==> src/rtl/gdp_net_seq.sv <==
// Host-side sequencer for one gdp_net core: buffers nothing, replays a pixel
// stream as a store burst, runs the core, and returns the class with fault flags.
module gdp_net_seq #(
  parameter int N_PIX   = 784,
  parameter int PIX_W   = 16,
  parameter int CLS_W   = 4,
  parameter int RST_CYC = 2,
  parameter int TIMEOUT = 200000
) (
  input  logic                    clk,
  input  logic                    n_reset,
  input  logic                    pix_valid,
  output logic                    pix_ready,
  input  logic signed [PIX_W-1:0] pix_data,
  output logic                    res_valid,
  input  logic                    res_ready,
  output logic        [CLS_W-1:0] res_class,
  output logic                    busy,
  output logic                    err_underrun,
  output logic                    err_timeout,
  input  logic                    err_clr,
  output logic             [15:0] img_count,
  output logic                    net_rst_n,
  output logic                    net_store,
  output logic signed [PIX_W-1:0] net_pixel,
  input  logic                    net_store_finish,
  output logic                    net_start,
  input  logic                    net_one_end,
  input  logic        [CLS_W-1:0] net_categories
);

  localparam int CNT_W = $clog2(N_PIX + 1);
  localparam int TMO_W = $clog2(TIMEOUT + 1);
  localparam int RCW   = $clog2(RST_CYC + 1);

  typedef enum logic [2:0] {
    S_IDLE, S_LOAD, S_WAIT, S_RUN, S_RESULT, S_RECOVER
  } state_e;

  state_e state_q, state_d;

  logic        [CNT_W-1:0] pix_cnt_q, pix_cnt_d;
  logic        [TMO_W-1:0] tmo_q, tmo_d;
  logic          [RCW-1:0] rcnt_q, rcnt_d;
  logic                    net_rst_n_q, net_rst_n_d;
  logic                    net_store_q, net_store_d;
  logic                    net_start_q, net_start_d;
  logic signed [PIX_W-1:0] net_pixel_q, net_pixel_d;
  logic                    res_valid_q, res_valid_d;
  logic        [CLS_W-1:0] res_class_q, res_class_d;
  logic             [15:0] img_count_q, img_count_d;
  logic                    err_und_q, err_und_d;
  logic                    err_tmo_q, err_tmo_d;
  logic                    und_set, tmo_set;

  logic last_pix, tmo_last, rcnt_last;

  assign last_pix  = (pix_cnt_q == CNT_W'(N_PIX - 1));
  // The response cycle that would make the count reach TIMEOUT still wins.
  assign tmo_last  = (tmo_q == TMO_W'(TIMEOUT - 1));
  assign rcnt_last = (rcnt_q == RCW'(RST_CYC - 1));

  always_ff @(posedge clk or negedge n_reset) begin
    if (!n_reset) state_q <= S_IDLE;
    else          state_q <= state_d;
  end

  always_comb begin
    state_d = state_q;
    case (state_q)
      S_IDLE:    if (pix_valid) state_d = S_LOAD;
      S_LOAD: begin
        if (pix_valid && last_pix)                    state_d = S_WAIT;
        else if (!pix_valid && pix_cnt_q != '0)       state_d = S_RECOVER;
      end
      S_WAIT: begin
        if (net_store_finish) state_d = S_RUN;
        else if (tmo_last)    state_d = S_RECOVER;
      end
      S_RUN: begin
        if (net_one_end)   state_d = S_RESULT;
        else if (tmo_last) state_d = S_RECOVER;
      end
      S_RESULT:  if (res_ready) state_d = S_RECOVER;
      S_RECOVER: if (rcnt_last) state_d = S_IDLE;
      default:   state_d = S_IDLE;
    endcase
  end

  always_comb begin
    pix_cnt_d   = pix_cnt_q;
    tmo_d       = tmo_q;
    rcnt_d      = rcnt_q;
    net_rst_n_d = net_rst_n_q;
    net_store_d = net_store_q;
    net_start_d = net_start_q;
    net_pixel_d = net_pixel_q;
    res_valid_d = res_valid_q;
    res_class_d = res_class_q;
    img_count_d = img_count_q;
    und_set     = 1'b0;
    tmo_set     = 1'b0;
    case (state_q)
      S_IDLE: begin
        net_rst_n_d = 1'b1;
        net_store_d = 1'b0;
        net_start_d = 1'b0;
        pix_cnt_d   = '0;
      end
      S_LOAD: begin
        net_store_d = pix_valid;
        if (pix_valid) begin
          net_pixel_d = pix_data;
          pix_cnt_d   = pix_cnt_q + CNT_W'(1);
          tmo_d       = '0;
        end else if (pix_cnt_q != '0) begin
          und_set     = 1'b1;
          rcnt_d      = '0;
          net_rst_n_d = 1'b0;
        end
      end
      S_WAIT: begin
        if (net_store_finish) begin
          net_store_d = 1'b0;
          net_start_d = 1'b1;
          tmo_d       = '0;
        end else if (tmo_last) begin
          tmo_set     = 1'b1;
          net_store_d = 1'b0;
          rcnt_d      = '0;
          net_rst_n_d = 1'b0;
        end else begin
          tmo_d = tmo_q + TMO_W'(1);
        end
      end
      S_RUN: begin
        if (net_one_end) begin
          res_class_d = net_categories;
          res_valid_d = 1'b1;
          net_start_d = 1'b0;
        end else if (tmo_last) begin
          tmo_set     = 1'b1;
          net_start_d = 1'b0;
          rcnt_d      = '0;
          net_rst_n_d = 1'b0;
        end else begin
          tmo_d = tmo_q + TMO_W'(1);
        end
      end
      S_RESULT: begin
        if (res_ready) begin
          res_valid_d = 1'b0;
          img_count_d = img_count_q + 16'd1;
          rcnt_d      = '0;
          net_rst_n_d = 1'b0;
        end
      end
      S_RECOVER: begin
        net_store_d = 1'b0;
        net_start_d = 1'b0;
        pix_cnt_d   = '0;
        if (rcnt_last) net_rst_n_d = 1'b1;
        else           rcnt_d      = rcnt_q + RCW'(1);
      end
      default: ;
    endcase
    // A fault raised this cycle survives a simultaneous clear.
    err_und_d = und_set | (err_und_q & ~err_clr);
    err_tmo_d = tmo_set | (err_tmo_q & ~err_clr);
  end

  always_ff @(posedge clk or negedge n_reset) begin
    if (!n_reset) begin
      pix_cnt_q   <= '0;
      tmo_q       <= '0;
      rcnt_q      <= '0;
      net_rst_n_q <= 1'b0;
      net_store_q <= 1'b0;
      net_start_q <= 1'b0;
      net_pixel_q <= '0;
      res_valid_q <= 1'b0;
      res_class_q <= '0;
      img_count_q <= '0;
      err_und_q   <= 1'b0;
      err_tmo_q   <= 1'b0;
    end else begin
      pix_cnt_q   <= pix_cnt_d;
      tmo_q       <= tmo_d;
      rcnt_q      <= rcnt_d;
      net_rst_n_q <= net_rst_n_d;
      net_store_q <= net_store_d;
      net_start_q <= net_start_d;
      net_pixel_q <= net_pixel_d;
      res_valid_q <= res_valid_d;
      res_class_q <= res_class_d;
      img_count_q <= img_count_d;
      err_und_q   <= err_und_d;
      err_tmo_q   <= err_tmo_d;
    end
  end

  assign pix_ready    = (state_q == S_LOAD);
  assign busy         = (state_q != S_IDLE);
  assign net_rst_n    = net_rst_n_q;
  assign net_store    = net_store_q;
  assign net_start    = net_start_q;
  assign net_pixel    = net_pixel_q;
  assign res_valid    = res_valid_q;
  assign res_class    = res_class_q;
  assign img_count    = img_count_q;
  assign err_underrun = err_und_q;
  assign err_timeout  = err_tmo_q;

endmodule

==> config.mk <==
export PLATFORM = sky130hd
export DESIGN_NAME = gdp_net_seq
export DESIGN_NICKNAME = d
export VERILOG_FILES = /design/src/rtl/gdp_net_seq.sv
export SDC_FILE = /design/constraint.sdc
export NUM_CORES = 1
export LEC_CHECK = 0
export ABC_AREA = 0
export CAP_MARGIN = 20
export CELL_PAD_IN_SITES_DETAIL_PLACEMENT = 1
export CELL_PAD_IN_SITES_GLOBAL_PLACEMENT = 1
export CORE_MARGIN = 2
export CORE_UTILIZATION = 43
export CTS_BUF_LIST = sky130_fd_sc_hd__clkbuf_8 sky130_fd_sc_hd__clkbuf_16
export CTS_CLUSTER_DIAMETER = 50
export DETAILED_ROUTE_END_ITERATION = 16
export GPL_TIMING_DRIVEN = 1
export HOLD_SLACK_MARGIN = 0.02
export PLACE_DENSITY_LB_ADDON = 0.1
export SLEW_MARGIN = 20
export SYNTH_ARGS = -nofsm -noshare
export SYNTH_HDL_FRONTEND = slang
export SYNTH_SLANG_ARGS = --single-unit
export TNS_END_PERCENT = 1
==> constraint.sdc <==
create_clock -name clk -period 4.5 [get_ports clk]
set_input_delay 0.9 -clock clk [delete_from_list [all_inputs] [get_ports clk]]
set_output_delay 0.9 -clock clk [all_outputs]
set_load 0.03 [all_outputs]
; ---- Word-level counts from Yosys, hierarchy flattened
; Cells that the tools add are included.
[totals]
reg_bits = 75
input_bits = 27
out_inout_bits = 44
elab_cells = 116
[classes]
addsub = 4
n_eq_ne = 22
mux = 47
bitwise_logic = 5
n_reduce_logical = 25
[op_table]
columns = op, count
row1 = $mux 18, 4
row2 = $pmux 18 s3, 1
row3 = $mux 3, 8
row4 = $ne 2x2->1 const B, 10
row5 = $pmux 10 s2, 1
row6 = $add 18x1->18 const B, 1
row7 = $eq 18x18->1 const B, 1
row8 = $mux 1, 18
row9 = $pmux 3 s6, 1
row10 = $add 16x1->16 const B, 1
row11 = $mux 2, 7
row12 = $reduce_and 7->1, 2
row13 = $reduce_bool 3->1, 4
row14 = $add 10x1->10 const B, 1
row15 = $eq 10x10->1 const B, 1
row16 = $mux 10, 1
row17 = $pmux 2 s5, 1
row18 = $reduce_and 2->1, 5
row19 = $reduce_bool 10->1, 1
row20 = $reduce_and 3->1, 3
row21 = $eq 3x2->1 const B, 2
row22 = $eq 3x3->1 const B, 2
row23 = $ne 3x3->1 const B, 2
row24 = $pmux 1 s3, 2
row25 = 18 further kinds, 23

; ---- Depth between registers and ports, before layout
[logic_depth]
ltp_word = 5
mapped_depth = 8
ltp_nobuf = 6

; ---- Least setup slack after synthesis
; OpenSTA, ideal clock, no wires.
[synth_timing]
kind = input port to flip-flop
from = input port res_ready
to = register img_count_q[9] (netlist: img_count[9])
setup_ns = 0.133
arrival_ns = 2.187
t_required_ns = 4.367
path_slack_ns = 2.180
stages = 6
n_path_buf = 1
cell_sequence = nor4bb_1 -> clkbuf_1 -> and4_1 -> and4_1 -> nand4_1 -> xnor2_1
[synth_between]
elab_chain_len = 1
[synth_rtl]
columns = item, line
row1 = start: declaration, 16  ; input logic res_ready,
row2 = $reduce_and 2->1 (no line), n/a
row3 = end signal: assignment, 196  ; img_count_q <= img_count_d;
row4 = end: declaration, 51  ; logic [15:0] img_count_q, img_count_d;
; No other way between the ends.
; A chain may end at the register's enable or synchronous reset.

; ---- Worst setup path after layout
[layout_timing]
from = register state_q[0]
to = output port pix_ready
[layout_between]
elab_chain_len = 1
[layout_rtl]
columns = item, line
row1 = start: declaration, 40  ; state_e state_q, state_d;
row2 = start signal: assignment, 65  ; else state_q <= state_d;
row3 = $eq 3x1->1, 202  ; assign pix_ready = (state_q == S_LOAD);
row4 = end: declaration, 13  ; output logic pix_ready,
; No other way between the ends.

==> results.sh <==
export IMPL_outcome="completed"
export IMPL_seqPwrFrac_pct=39.3
export IMPL_crit_arrival_ns=2.47
export IMPL_relSlewSlack_pct=34.8
export IMPL_ioPinCount=71
export IMPL_ant_nets=0
export IMPL_viasPerCell=5.42
export IMPL_die_area_mm2=0.00967
export IMPL_holdPathStages=1
export IMPL_post_cts_resized=0
export IMPL_wl_per_cell_um=16.4
export IMPL_syn_to_final_growth_pct=24.6
export IMPL_drcViolationCount=0
export IMPL_reg2reg_depth=5
export IMPL_leakagePower_uw=0.00213
export IMPL_clock_sinks=75
export IMPL_finalSetupViolCount=0
export IMPL_start_kind="flip-flop"
export IMPL_rsz0062_at_grt="false"
export IMPL_cp_required_ns=3.60
export IMPL_path_clk_slew_ns=0.08
export IMPL_final_hold_viol_count=0
export IMPL_utilization_pct=55.0
export IMPL_grt_pass1_vias=3283
export IMPL_synth_compound_area_share_pct=8.66
export IMPL_power_internal_uw=1460
export IMPL_finalSetupTns_ns=0
export IMPL_r2r_end="rcnt_q[0]"
export IMPL_pwr_share_comb_pct=38.2
export IMPL_ys_flop_type="dfrtp_1"
export IMPL_num_vias=3120
export IMPL_gp_congestion=0.771
export IMPL_routed_wl_um=9430
export IMPL_fmax_mhz=296
export IMPL_synth_edf_count=0
export IMPL_final_cell_count_no_fill=576
export IMPL_synth_commonest_cells="dfrtp_1 (75), nand2_1 (75), nor2_1 (33), xnor2_1 (25), o21ai_0 (17)"
export IMPL_avgSynthCellArea_um2=9.69
export IMPL_yosysTopAreaCell="dfrtp_1"
export IMPL_cts_root_buf="clkbuf_8"
export IMPL_ys_warn_count=0
export IMPL_grt_max_degree=76
export IMPL_num_rows=34
export IMPL_antenna_diode_count=0
export IMPL_synth_distinct_cells=56
export IMPL_htreeDepth=3
export IMPL_final_nets=495
export IMPL_path_class="reg2out"
export IMPL_ir_drop_mv=0.278
export IMPL_end_kind="output port"
export IMPL_cts_tree="built"
export IMPL_hp_class="reg2reg"
export IMPL_maxCapViolations=0
export IMPL_seq_area_frac_synth_pct=49.0
export IMPL_ctsHoldBuffers=0
export IMPL_power_switching_uw=971
export IMPL_synthMuxAreaShare_pct=3.96
export IMPL_dpl_cell_count=560
export IMPL_dpl_hpwl_um=6740
export IMPL_r2r_slack_ns=1.75
export IMPL_pwr_density_cell_mw_per_mm2=510
export IMPL_cts_buffers=9
export IMPL_drive_gt1_share_pct=7.91
export IMPL_initial_utilization_pct=44.1
export IMPL_fp_dieH_um=98.3
export IMPL_ys_ff_latch=75
export IMPL_core_mm2=0.00868
export IMPL_yosys_area_share_simple_pct=25.6
export IMPL_synth_top_area_share_pct=49.0
export IMPL_fin_crit_sh_pct=75.0
export IMPL_maxSlewViolCount=0
export IMPL_tightest_slew_ns=0.976
export IMPL_synthAdderAreaFrac_pct=1.63
export IMPL_synth_top_family_by_area="simple AND/OR/NAND/NOR gates"
export IMPL_async_flop_share_pct=100
export IMPL_antenna_found_initial=0
export IMPL_synthXorXnorAreaFrac_pct=7.09
export IMPL_first_pass_iters=4
export IMPL_netlist_top_cells_area="dfrtp_1 (49%), nand2_1 (7.4%), xnor2_1 (5.7%)"
export IMPL_n_fill_cell=1011
export IMPL_io_buffers=70
export IMPL_grt_pass1_wl_um=16100
export IMPL_clk_path_buf_depth=2
export IMPL_period_minus_slack_ns=3.37
export IMPL_die_w_um=98.3
export IMPL_grt_overflow=0
export IMPL_gr_usage_all_layers_pct=20.7
export IMPL_initialDrtViolationCount=98
export IMPL_hold_path_end="img_count[15]"
export IMPL_synth_nets=427
export IMPL_netlist_instances=395
export IMPL_synth_area_mm2=0.00383
export IMPL_skew_ns=0.0146
export IMPL_critPathMaxFanout=27
export IMPL_crit_reg2reg_launch="tmo_q[6]"
export IMPL_p_sw_share_pct=39.9
export IMPL_post_cts_setup_buffers=0
export IMPL_clk_latency_ns=0.36
export IMPL_worstHoldStart="img_count[15]"
export IMPL_p_clk_share_pct=22.5
power by group through the flow:
stage / Clock [uW] / Sequential, uW / Combinational, uW
2_1_floorplan: 0 / 1090 / 459
3_3_place_gp: 0 / 959 / 917
3_5_place_dp: 0 / 970 / 941
4_1_cts: 562 / 959 / 947
5_1_grt: 590 / 984 / 1020
6_report: 547 / 957 / 931
routing by layer:
metal  track usage, %  routed length (um)
met5                0                   0
met4             8.32                 201
met3             4.80                 352
met2             33.2                4700
met1             27.1                4190
cells in the final DEF (no fill, tap or decap), types with 3 or more instances in the layout:
cell | Yosys | layout
a211oi_1 | 5 | 5
a21oi_1 | 7 | 7
a31oi_1 | 4 | 4
and3_1 | 10 | 10
and4_1 | 6 | 6
clkbuf_8 | 1 | 10
clkdlybuf4s50_1 | 0 | 69
clkinvlp_4 | 0 | 3
dfrtp_1 | 75 | 75
ha_1 | 5 | 5
inv_1 | 13 | 13
mux2_2 | 8 | 8
mux2i_1 | 5 | 5
nand2_1 | 75 | 75
nand2b_1 | 6 | 6
nand3_1 | 15 | 15
nand4_1 | 16 | 16
nor2_1 | 33 | 33
nor2b_1 | 3 | 3
nor3_1 | 7 | 7
nor4_1 | 4 | 4
o21ai_0 | 17 | 17
xnor2_1 | 25 | 25
xor2_1 | 6 | 6
state kept, by name (all words and copies together) (netlist names), 2 cells and up:
| register | count |
|---|---|
| state_q | 3 |
| img_count | 16 |
| rcnt_q | 2 |
| res_class | 4 |
| pix_cnt_q | 10 |
| tmo_q | 18 |
| net_pixel | 16 |
how the worst max path moves through the flow:
stage	start	endpoint	slack [ns]	depth (start not counted)
after floorplan	res_ready	img_count[9]	2.18	6
after global placement	net_one_end	tmo_q[11]	1.40	6
after detailed placement	net_one_end	tmo_q[1]	1.37	5
after CTS	state_q[0]	pix_ready	1.11	4
after global routing	state_q[0]	pix_ready	0.97	4
final	state_q[0]	pix_ready	1.13	4
area by class of cell:
cell class	count	area [um2]	share of cell area, %
clock buffer	10	138	2.88
clock inverter	6	70.1	1.47
inverter	13	48.8	1.02
multi-input combinational	293	1800	37.7
sequential	75	1880	39.3
tap	108	135	2.83
timing repair buffer	71	706	14.8
worst max-delay path, stage by stage (launching register included):
cell and delay, ns:
dfrtp_1 0.84, nor2b_1 0.30, nand2_1 0.13, inv_1 0.13, clkdlybuf4s50_1 0.72
per-stage QoR:
step | total power [uW] | hold WS [ns] | area (um2) | worst slack, ns
final | 2440 | 0.473 | 4770 | 1.13
after global routing | 2600 | 0.509 | 4770 | 0.967
after CTS | 2470 | 0.484 | 4770 | 1.11
after detailed placement | 1910 | 0.462 | 4560 | 1.37
after global placement | 1880 | 0.457 | 4560 | 1.40
after floorplan | 1550 | 0.451 | 3830 | 2.18
cells by family (layout without fill, tap and decap cells):
kind of cell | count (synthesis) | in the layout
AND/OR/NAND/NOR | 192 | 192
AO/OA/AOI/OAI | 51 | 51
XOR/XNOR | 31 | 31
buffers and inverters | 27 | 100
adder cells (fa/ha/maj) | 5 | 5
multiplexers | 14 | 14
flip-flops | 75 | 75
Power figures use the tool's default switching activity.
